File: src/rtl/rr_mux_sched_pkg.sv
// Shared types and constants for the two-requester round-robin mux scheduler.
// Holds output-register state, source indices and the req1 transform shape.
package rr_mux_sched_pkg;

  typedef enum logic {
    EMPTY = 1'b0,
    FULL  = 1'b1
  } state_e;

  localparam logic SRC_REQ0 = 1'b0;
  localparam logic SRC_REQ1 = 1'b1;

  localparam int XFORM_SHIFT  = 2;
  localparam int XFORM_OFFSET = 1;

endpackage

File: src/rtl/rr_mux_sched_xform.sv
// Combinational req1 payload transform: (d << 2) + 1 truncated to W bits when
// RR_MUX_SCHED_XFORM_EN is defined, plain pass-through otherwise. Zero latency.
module rr_mux_sched_xform
  import rr_mux_sched_pkg::*;
#(
  parameter int W = 8
) (
  input  logic [W-1:0] d_i,
  output logic [W-1:0] q_o
);

`ifdef RR_MUX_SCHED_XFORM_EN
  assign q_o = (d_i << XFORM_SHIFT) + W'(XFORM_OFFSET);
`else
  assign q_o = d_i;
`endif

endmodule

File: src/rtl/rr_mux_sched.sv
// Two-requester round-robin mux into a single output register; 1-cycle latency.
// Readies drop while the output holds an undrained result; req1 path may be
// transformed (RR_MUX_SCHED_XFORM_EN).
module rr_mux_sched
  import rr_mux_sched_pkg::*;
#(
  parameter int W = 8
) (
  input  logic         clk,
  input  logic         rst_n,
  input  logic         req0_valid,
  input  logic [W-1:0] req0_data,
  output logic         req0_ready,
  input  logic         req1_valid,
  input  logic [W-1:0] req1_data,
  output logic         req1_ready,
  output logic         out_valid,
  output logic [W-1:0] out_data,
  output logic         out_src,
  input  logic         out_ready
);

  state_e         state_q, state_d;
  logic           prio_q, prio_d;
  logic [W-1:0]   data_q, data_d;
  logic           src_q, src_d;
  logic           open_w;
  logic           xfer0, xfer1;
  logic [W-1:0]   req1_xf;

  rr_mux_sched_xform #(.W(W)) u_xform (
    .d_i (req1_data),
    .q_o (req1_xf)
  );

  // Each ready looks only at the other requester's valid, so a requester
  // never sees its own valid reflected back into its ready.
  assign open_w     = rst_n & ((state_q == EMPTY) | out_ready);
  assign req0_ready = open_w & ((prio_q == SRC_REQ0) | ~req1_valid);
  assign req1_ready = open_w & ((prio_q == SRC_REQ1) | ~req0_valid);
  assign xfer0      = req0_valid & req0_ready;
  assign xfer1      = req1_valid & req1_ready;

  always_comb begin
    state_d = state_q;
    prio_d  = prio_q;
    data_d  = data_q;
    src_d   = src_q;
    if (xfer0 | xfer1) begin
      state_d = FULL;
      data_d  = xfer1 ? req1_xf : req0_data;
      src_d   = xfer1 ? SRC_REQ1 : SRC_REQ0;
      prio_d  = xfer1 ? SRC_REQ0 : SRC_REQ1;
    end else if ((state_q == FULL) && out_ready) begin
      state_d = EMPTY;
    end
  end

  always_ff @(posedge clk or negedge rst_n) begin
    if (!rst_n) begin
      state_q <= EMPTY;
      prio_q  <= SRC_REQ0;
      data_q  <= '0;
      src_q   <= SRC_REQ0;
    end else begin
      state_q <= state_d;
      prio_q  <= prio_d;
      data_q  <= data_d;
      src_q   <= src_d;
    end
  end

  assign out_valid = (state_q == FULL);
  assign out_data  = data_q;
  assign out_src   = src_q;

endmodule

File: config.mk
export PLATFORM = sky130hd
export DESIGN_NAME = rr_mux_sched
export DESIGN_NICKNAME = d
export VERILOG_FILES = /design/src/rtl/rr_mux_sched_pkg.sv /design/src/rtl/rr_mux_sched_xform.sv /design/src/rtl/rr_mux_sched.sv
export SDC_FILE = /design/constraint.sdc
export NUM_CORES = 1
export LEC_CHECK = 0
export CAP_MARGIN = 20
export CORE_UTILIZATION = 42
export CTS_CLUSTER_SIZE = 28
export DETAILED_ROUTE_END_ITERATION = 10
export GPL_TIMING_DRIVEN = 0
export PLACE_DENSITY = 0.84
export SYNTH_ARGS = -nofsm -noshare
export SYNTH_HDL_FRONTEND = slang
export SYNTH_SLANG_ARGS = --single-unit
File: constraint.sdc
create_clock -name clk -period 3.75 [get_ports clk]
set_clock_uncertainty 0.1 [all_clocks]
set_input_delay 0.75 -clock clk [delete_from_list [all_inputs] [get_ports clk]]
set_output_delay 0.75 -clock clk [all_outputs]
set_load 0.05 [all_outputs]
After elaboration in Yosys (flattened, before gate mapping)
Index checks and enable logic that the tools add are counted.
{"block": "classes", "muxes": 5, "n_bitwise": 13, "reduce_logical": 2}
{"op": "$mux 8", "count": 1}
{"op": "$and 1x1->1", "count": 5}
{"op": "$mux 1", "count": 4}
{"op": "$not 1->1", "count": 4}
{"op": "$or 1x1->1", "count": 4}
{"op": "$reduce_bool 2->1", "count": 1}
{"op": "$logic_and 1x1->1", "count": 1}
{"block": "totals", "reg_bits": 11, "out_inout_bits": 12, "elab_cells": 24}

Logic depth before layout (Yosys ltp)
Gate-level depths: netlist (run 1).
{"block": "depth", "ltp_word": 7, "depth_mapped": 5}

Modules after synthesis
From an unflattened synthesis (run 1), not the netlist that was laid out.
{"block": "hier_totals", "hier_cells": 85, "area_unflattened_um2": 738.2}
{"mod": "rr_mux_sched", "instances": 1, "cells_each": 77, "area_each_um2": 678.2, "seq_area_each_um2": 275.3}
{"mod": "rr_mux_sched_xform", "instances": 1, "cells_each": 8, "area_each_um2": 60.1, "seq_area_each_um2": 0.0}

Least setup slack after synthesis (run 1)
No wires, ideal clock.
{"block": "synth_path", "path_type": "input to output", "startpoint": "input out_ready", "endpoint": "output req0_ready", "arrival_time_ps": 2040, "required_ps": 2900, "slack_ps": 860, "stages": 4, "path_cell_list": "nand2b_1 > clkbuf_1 > nand2_1 > a21oi_1"}
{"block": "synth_between", "elab_chain_len": 3}
{"element": "start, declared", "line_no": "rr_mux_sched.sv:20", "text": "input logic out_ready"}
{"element": "$or 1x1->1", "line_no": "rr_mux_sched.sv:38", "text": "assign open_w = rst_n & ((state_q == EMPTY) | out_ready);"}
{"element": "$and 1x1->1", "line_no": "rr_mux_sched.sv:38"}
{"element": "$and 1x1->1", "line_no": "rr_mux_sched.sv:39", "text": "assign req0_ready = open_w & ((prio_q == SRC_REQ0) | ~req1_valid);"}
{"element": "end, declared", "line_no": "rr_mux_sched.sv:13", "text": "output logic req0_ready,"}
No other way between the ends.

Final worst setup path (run 1)
Ends and elaborated chain as after synthesis.

==> reports/qor.yml, run 1 <==
tritoncts: "yes"
drcViolationCount: 0
row_count: 14
drtPass1Iterations: 4
tightest_slew_ns: 0.644
grt_pass1_wl_mm: 3.29
dpl.hpwl_mm: 1.40
die-area_sq_um: 1780
cpPeakStageDelay_ns: 0.48
vias_per_cell: 6.13
cts_sinks: 11
root_buffer: "clkbuf_4"
netlist_instances: 77
finalSetupViolations: 0
power_density_nw_per_um2: 448
synthMuxAreaShare_pct: 0
ant_nets: 0
drt-initial-drc-count: 26
io_buffers: 32
antenna_found_initial: 0
status: "finished, final reports clean"
crit_start: "out_ready"
core_area_sq_um: 1510
p_int_w: 0.000268
cp-start-kind: "primary input"
placed_area_sq_um: 1020
path_cells: "clkdlybuf4s50_1, nand2b_1, clkbuf_1, nand2_1, a21oi_1, dlymetal6s2s_1"
setup_ws_ns: 0.402
drive_gt1_share_pct: 9.73
syn_to_final_growth_pct: 54.6
syn_area_per_cell_sq_um: 8.81
wl_per_cell_microns: 15.5
grt_setup_unrepaired: "false"
synth_cell_types: 19
synthAdderAreaFrac_pct: 0
switching_share_pct: 42.9
dp_slack_ns: -0.144
cts_made_buffers: 3
finalCritPeriodShare_pct: 89.3
cp_slowest_cell: "clkdlybuf4s50_1"
peakVddDrop_mv: 0.209
pwr-share-comb_pct: 48.3
ys_ff_latch: 11
diodes: 0
crit_path_end_kind: "primary output"
clk-insertion-delay-late_ns: 0.28
post_cts_buffers: 0
syn-num-nets: 98
synth_top_family_by_area: "compound AO/OA/AOI/OAI gates"
syn-cell-area_sq_um: 678
final_cell_area_sq_um: 1050
crit_fanout: 10
start_util_pct: 45.0
die_h_microns: 42.2
max_freq_mhz: 299
track_usage_pct: 24.6
hold_violations: 0
critPathArrivalTime_ns: 2.50
cts.clk_slew.worst_paths_ns: 0.07
rr_endpoint: "out_data[4]$_DFFE_PN0P_"
clockPowerShare_pct: 18.5
synth_xor_area_share_pct: 0
grt_max_degree: 17
num_io_pins: 33
grt_overflow_total: 0
period_needed_ns: 3.35
gp_congestion: 0.852
crit_end: "req0_ready"
finalMaxSlewViolations: 0
fp.dieW_microns: 42.2
r2r_start: "out_valid$_DFFE_PN0P_"
synth-simple-area-share_pct: 22.1
finalWirelength_mm: 2.00
finalNetCount: 135
maxCapViolCount: 0
reg2reg_depth: 5
htreeDepth: 1
cts.path.max_buffers: 2
pwr-share-seq_pct: 33.2
relSlewSlack_pct: 57.1
p_leak_nw: 0.422
hp-class: "register to register"
synth_compound_area_share_pct: 29.0
rrSetupSlack_ns: 2.02
synth_warnings: 0
vias: 791
grt_pass1_vias: 730
crit_required_ns: 2.90
crit_type: "primary input to primary output"
seq_area_frac_synth_pct: 40.6
p_sw_w: 0.000202
-- area by class of cell --
type / instances / area (sq um)
plain buffers: 9 / 48.8
well taps: 16 / 20.0
clock buffers: 4 / 26.3
flip-flops and latches: 11 / 275
repair buffers: 32 / 324
fillers: 138 / 458
inverters: 2 / 7.51
multi-input cells: 55 / 347
-- placed cells by master, fill, tap and decap left out, types with 3 or more instances in the layout --
master	instances
a31oi_1	18
clkbuf_1	5
nand2_1	10
clkbuf_4	3
clkdlybuf4s50_1	29
o41ai_1	8
buf_2	3
or4_1	8
dfrtp_1	11
-- cell families (layout without fill, tap and decap cells) --
logic type / Yosys count / count (layout)
AOI/OAI and AO/OA: 28 / 28
buffers and inverters: 11 / 47
and+or+nand+nor: 27 / 27
DFF: 11 / 11
-- cell usage after synthesis --
master	count	area share (%)
buf_2	3	2.2
buf_6	1	1.7
nor3_1	1	0.74
or4_1	8	8.9
or2_1	2	1.8
a31oi_1	18	17
nor2b_2	1	1.3
inv_2	2	1.1
a41oi_1	1	1.3
dfrtp_1	11	41
nand2b_1	1	0.92
nor2_1	2	1.1
buf_4	1	1.1
nor2b_1	1	0.92
a21oi_1	1	0.74
and3_1	1	0.92
clkbuf_1	4	2.2
nand2_1	10	5.5
o41ai_1	8	10
-- how the worst min path moves through the flow --
stage	start	endpoint	depth (start not counted)
3_5_place_dp	out_data[1]$_DFFE_PN0P_	out_data[1]$_DFFE_PN0P_	2
2_1_floorplan	rst_n	out_data[0]$_DFFE_PN0P_	0
6_report	out_data[1]$_DFFE_PN0P_	out_data[1]$_DFFE_PN0P_	2
5_1_grt	out_data[1]$_DFFE_PN0P_	out_data[1]$_DFFE_PN0P_	2
4_1_cts	out_data[1]$_DFFE_PN0P_	out_data[1]$_DFFE_PN0P_	2
3_3_place_gp	out_data[1]$_DFFE_PN0P_	out_data[1]$_DFFE_PN0P_	2
-- registers in the layout, summed over array words and instances (netlist names) --
| register | cells |
|---|---|
| out_data | 8 |
| out_src | 1 |
| out_valid | 1 |
| prio_q | 1 |
-- power groups by stage --
| stage | clock network (W) | logic [W] | registers [W] |
|---|---|---|---|
| floorplan | 0 | 0.0000699 | 0.000229 |
| global placement | 0 | 0.000224 | 0.000157 |
| detailed placement | 0 | 0.000227 | 0.000158 |
| CTS | 0.0000850 | 0.000227 | 0.000156 |
| global route | 0.0000956 | 0.000240 | 0.000159 |
| finish | 0.0000867 | 0.000227 | 0.000156 |
-- worst max-delay path, delay by kind of cell --
kind	cells	cell delay [ns]
buffers and inverters	3	1.30
AND/OR/NAND/NOR	2	0.31
AO/OA/AOI/OAI	1	0.12
-- per-stage QoR --
| step | power [W] | TNS, ns | std cells | hold slack (ns) | utilization (%) |
|---|---|---|---|---|---|
| after floorplan | 0.000299 | 0 | 77 | 0.354 | - |
| after global placement | 0.000381 | -0.256 | 125 | 0.428 | 67.6 |
| after detailed placement | 0.000384 | -0.279 | 125 | 0.439 | 67.6 |
| after CTS | 0.000467 | 0 | 129 | 0.454 | 69.3 |
| after global routing | 0.000494 | 0 | 129 | 0.477 | 69.6 |
| final | 0.000469 | 0 | 129 | 0.449 | 69.6 |
-- layer usage --
metal  vias up  GRT usage [%]  wire length (microns)
li1        377              -                      -
met1       358           33.0                    804
met2        51           35.4                    955
met3         5           5.17                    191
met4         0           16.3                     44
met5         -              0                      0
-- timing repair --
item | in CTS | in global routing
endpoints found under the setup margin | 2 | 2
hold buffers | 0 | 0
resized for setup | 1 | 2
Power figures use the tool's default switching activity.
==> run 2, diff against run 1 <==
--- a/config.mk
+++ b/config.mk
@@ -10,6 +10,7 @@
 export CTS_CLUSTER_SIZE = 28
 export DETAILED_ROUTE_END_ITERATION = 10
 export GPL_TIMING_DRIVEN = 0
+export MAX_ROUTING_LAYER = met4
 export PLACE_DENSITY = 0.84
 export SYNTH_ARGS = -nofsm -noshare
 export SYNTH_HDL_FRONTEND = slang
==> run 2 against run 1 <==
Compared with the run above:
- cell area is the same
- core utilization is the same
- total power shrank 0.14%
- critical endpoint unchanged
- sequential share of layout area is the same
- sequential power is essentially flat
- largest power group unchanged
- final cell count is the same
- clock power shrank 0.8%
- critical path type unchanged
- via count grew 1.0%
==> reports/qor.yml, run 2 (same netlist as run 1, synthesis figures left out) <==
setup_tns_ns: 0
rr_endpoint: "out_data[4]$_DFFE_PN0P_"
drt-initial-drc-count: 26
cp-start-kind: "primary input"
cpPeakStageDelay_ns: 0.49
relSlewSlack_pct: 57.4
peakVddDrop_mv: 0.208
critPathArrivalTime_ns: 2.49
cts_hold_buffers: 0
grt_overflow_total: 0
wl_per_cell_microns: 15.4
finalWirelength_mm: 1.98
finalMaxSlewViolations: 0
grt_setup_unrepaired: "false"
grt_max_degree: 17
hold_depth: 2
num_io_pins: 33
cts_sinks: 11
total_power_w: 0.000469
tritoncts: "yes"
tightest_slew_ns: 0.639
gp_congestion: 0.865
final_util_pct: 69.6
rrSetupSlack_ns: 2.01
max_freq_mhz: 299
crit_fanout: 10
dp_slack_ns: -0.144
reg2reg_depth: 5
syn_to_final_growth_pct: 54.6
cts.clk_slew.worst_paths_ns: 0.07
cp_slowest_cell: "clkdlybuf4s50_1"
drive_gt1_share_pct: 9.73
finalCritPeriodShare_pct: 89.2
io_buffers: 32
track_usage_pct: 25.1
finalSetupViolations: 0
cts.path.max_buffers: 2
hp-class: "register to register"
min_from: "out_data[1]$_DFFE_PN0P_"
r2r_start: "out_valid$_DFFE_PN0P_"
cts_made_buffers: 3
crit_start: "out_ready"
setup_ws_ns: 0.407
diodes: 0
crit_path_end_kind: "primary output"
grt_pass1_wl_mm: 3.27
p_leak_nw: 0.422
die_h_microns: 42.2
layout_common_cells: "clkdlybuf4s50_1 (29), a31oi_1 (18), dfrtp_1 (11), nand2_1 (10)"
crit_required_ns: 2.90
drtPass1Iterations: 4
power_density_nw_per_um2: 447
hold_end: "out_data[1]$_DFFE_PN0P_"
vias_per_cell: 6.19
fp.dieW_microns: 42.2
path_cells: "clkdlybuf4s50_1, nand2b_1, clkbuf_1, nand2_1, a21oi_1, dlymetal6s2s_1"
status: "finished, final reports clean"
final_common_cell: "clkdlybuf4s50_1"
grt_pass1_vias: 729
period_needed_ns: 3.34
crit_type: "primary input to primary output"
row_count: 14
drcViolationCount: 0
final_cell_area_sq_um: 1050
die-area_sq_um: 1780
antenna_found_initial: 0
placed_area_sq_um: 1020
clk-insertion-delay-late_ns: 0.28
htreeDepth: 1
vias: 799
core_area_sq_um: 1510
dpl.hpwl_mm: 1.40
maxCapViolCount: 0
start_util_pct: 45.0
finalNetCount: 135
root_buffer: "clkbuf_4"
largest_reg_flops: 8
hold_violations: 0
ant_nets: 0
-- run 2: cell counts in the layout (fill, tap and decap cells not counted) --
No cell type changed its count.
-- run 2: worst max path at each step --
stage                       endpoint  slack, ns
after floorplan           req0_ready       0.86
after global placement    req0_ready      -0.14
after detailed placement  req0_ready      -0.14
after CTS                 req0_ready       0.05
after global routing      req0_ready       0.31
final                     req0_ready       0.41
-- run 2: cell type report --
type	count	area (sq um)
clock buffer	4	26.3
multi-input combinational	55	347
fill	138	458
sequential	11	275
buffer	9	48.8
inverter	2	7.51
timing repair buffer	32	324
tap	16	20.0
-- run 2: what timing repair did --
| action | CTS | global route |
|---|---|---|
| cloned | 0 | 0 |
| endpoints found under the setup margin | 2 | 2 |
| pin swaps | 0 | 0 |
| resized for setup | 1 | 2 |
| setup buffers | 0 | 0 |
-- run 2: where the power goes --
part / internal, W / switching, W / leakage (nW)
Combinational: 0.0000850 / 0.000142 / 0.284
Sequential: 0.000142 / 0.0000144 / 0.123
Clock: 0.0000413 / 0.0000447 / 0.0150
-- run 2: per-layer routing --
metal,vias to the layer above,global-route usage [%],routed length [microns]
met3,7,5.17,135
met2,47,35.4,967
met5,-,-,0
met4,0,16.3,49
li1,377,-,-
met1,368,32.4,830
-- run 2: critical path, delay by kind of cell --
family	cells	cell delay, ns
buf+inv	3	1.31
compound gates	1	0.12
simple gates	2	0.32
-- run 2: through the flow --
step,hold slack [ns],cells
after floorplan,0.354,77
after global placement,0.428,125
after detailed placement,0.439,125
after CTS,0.454,129
after global routing,0.477,129
final,0.447,129
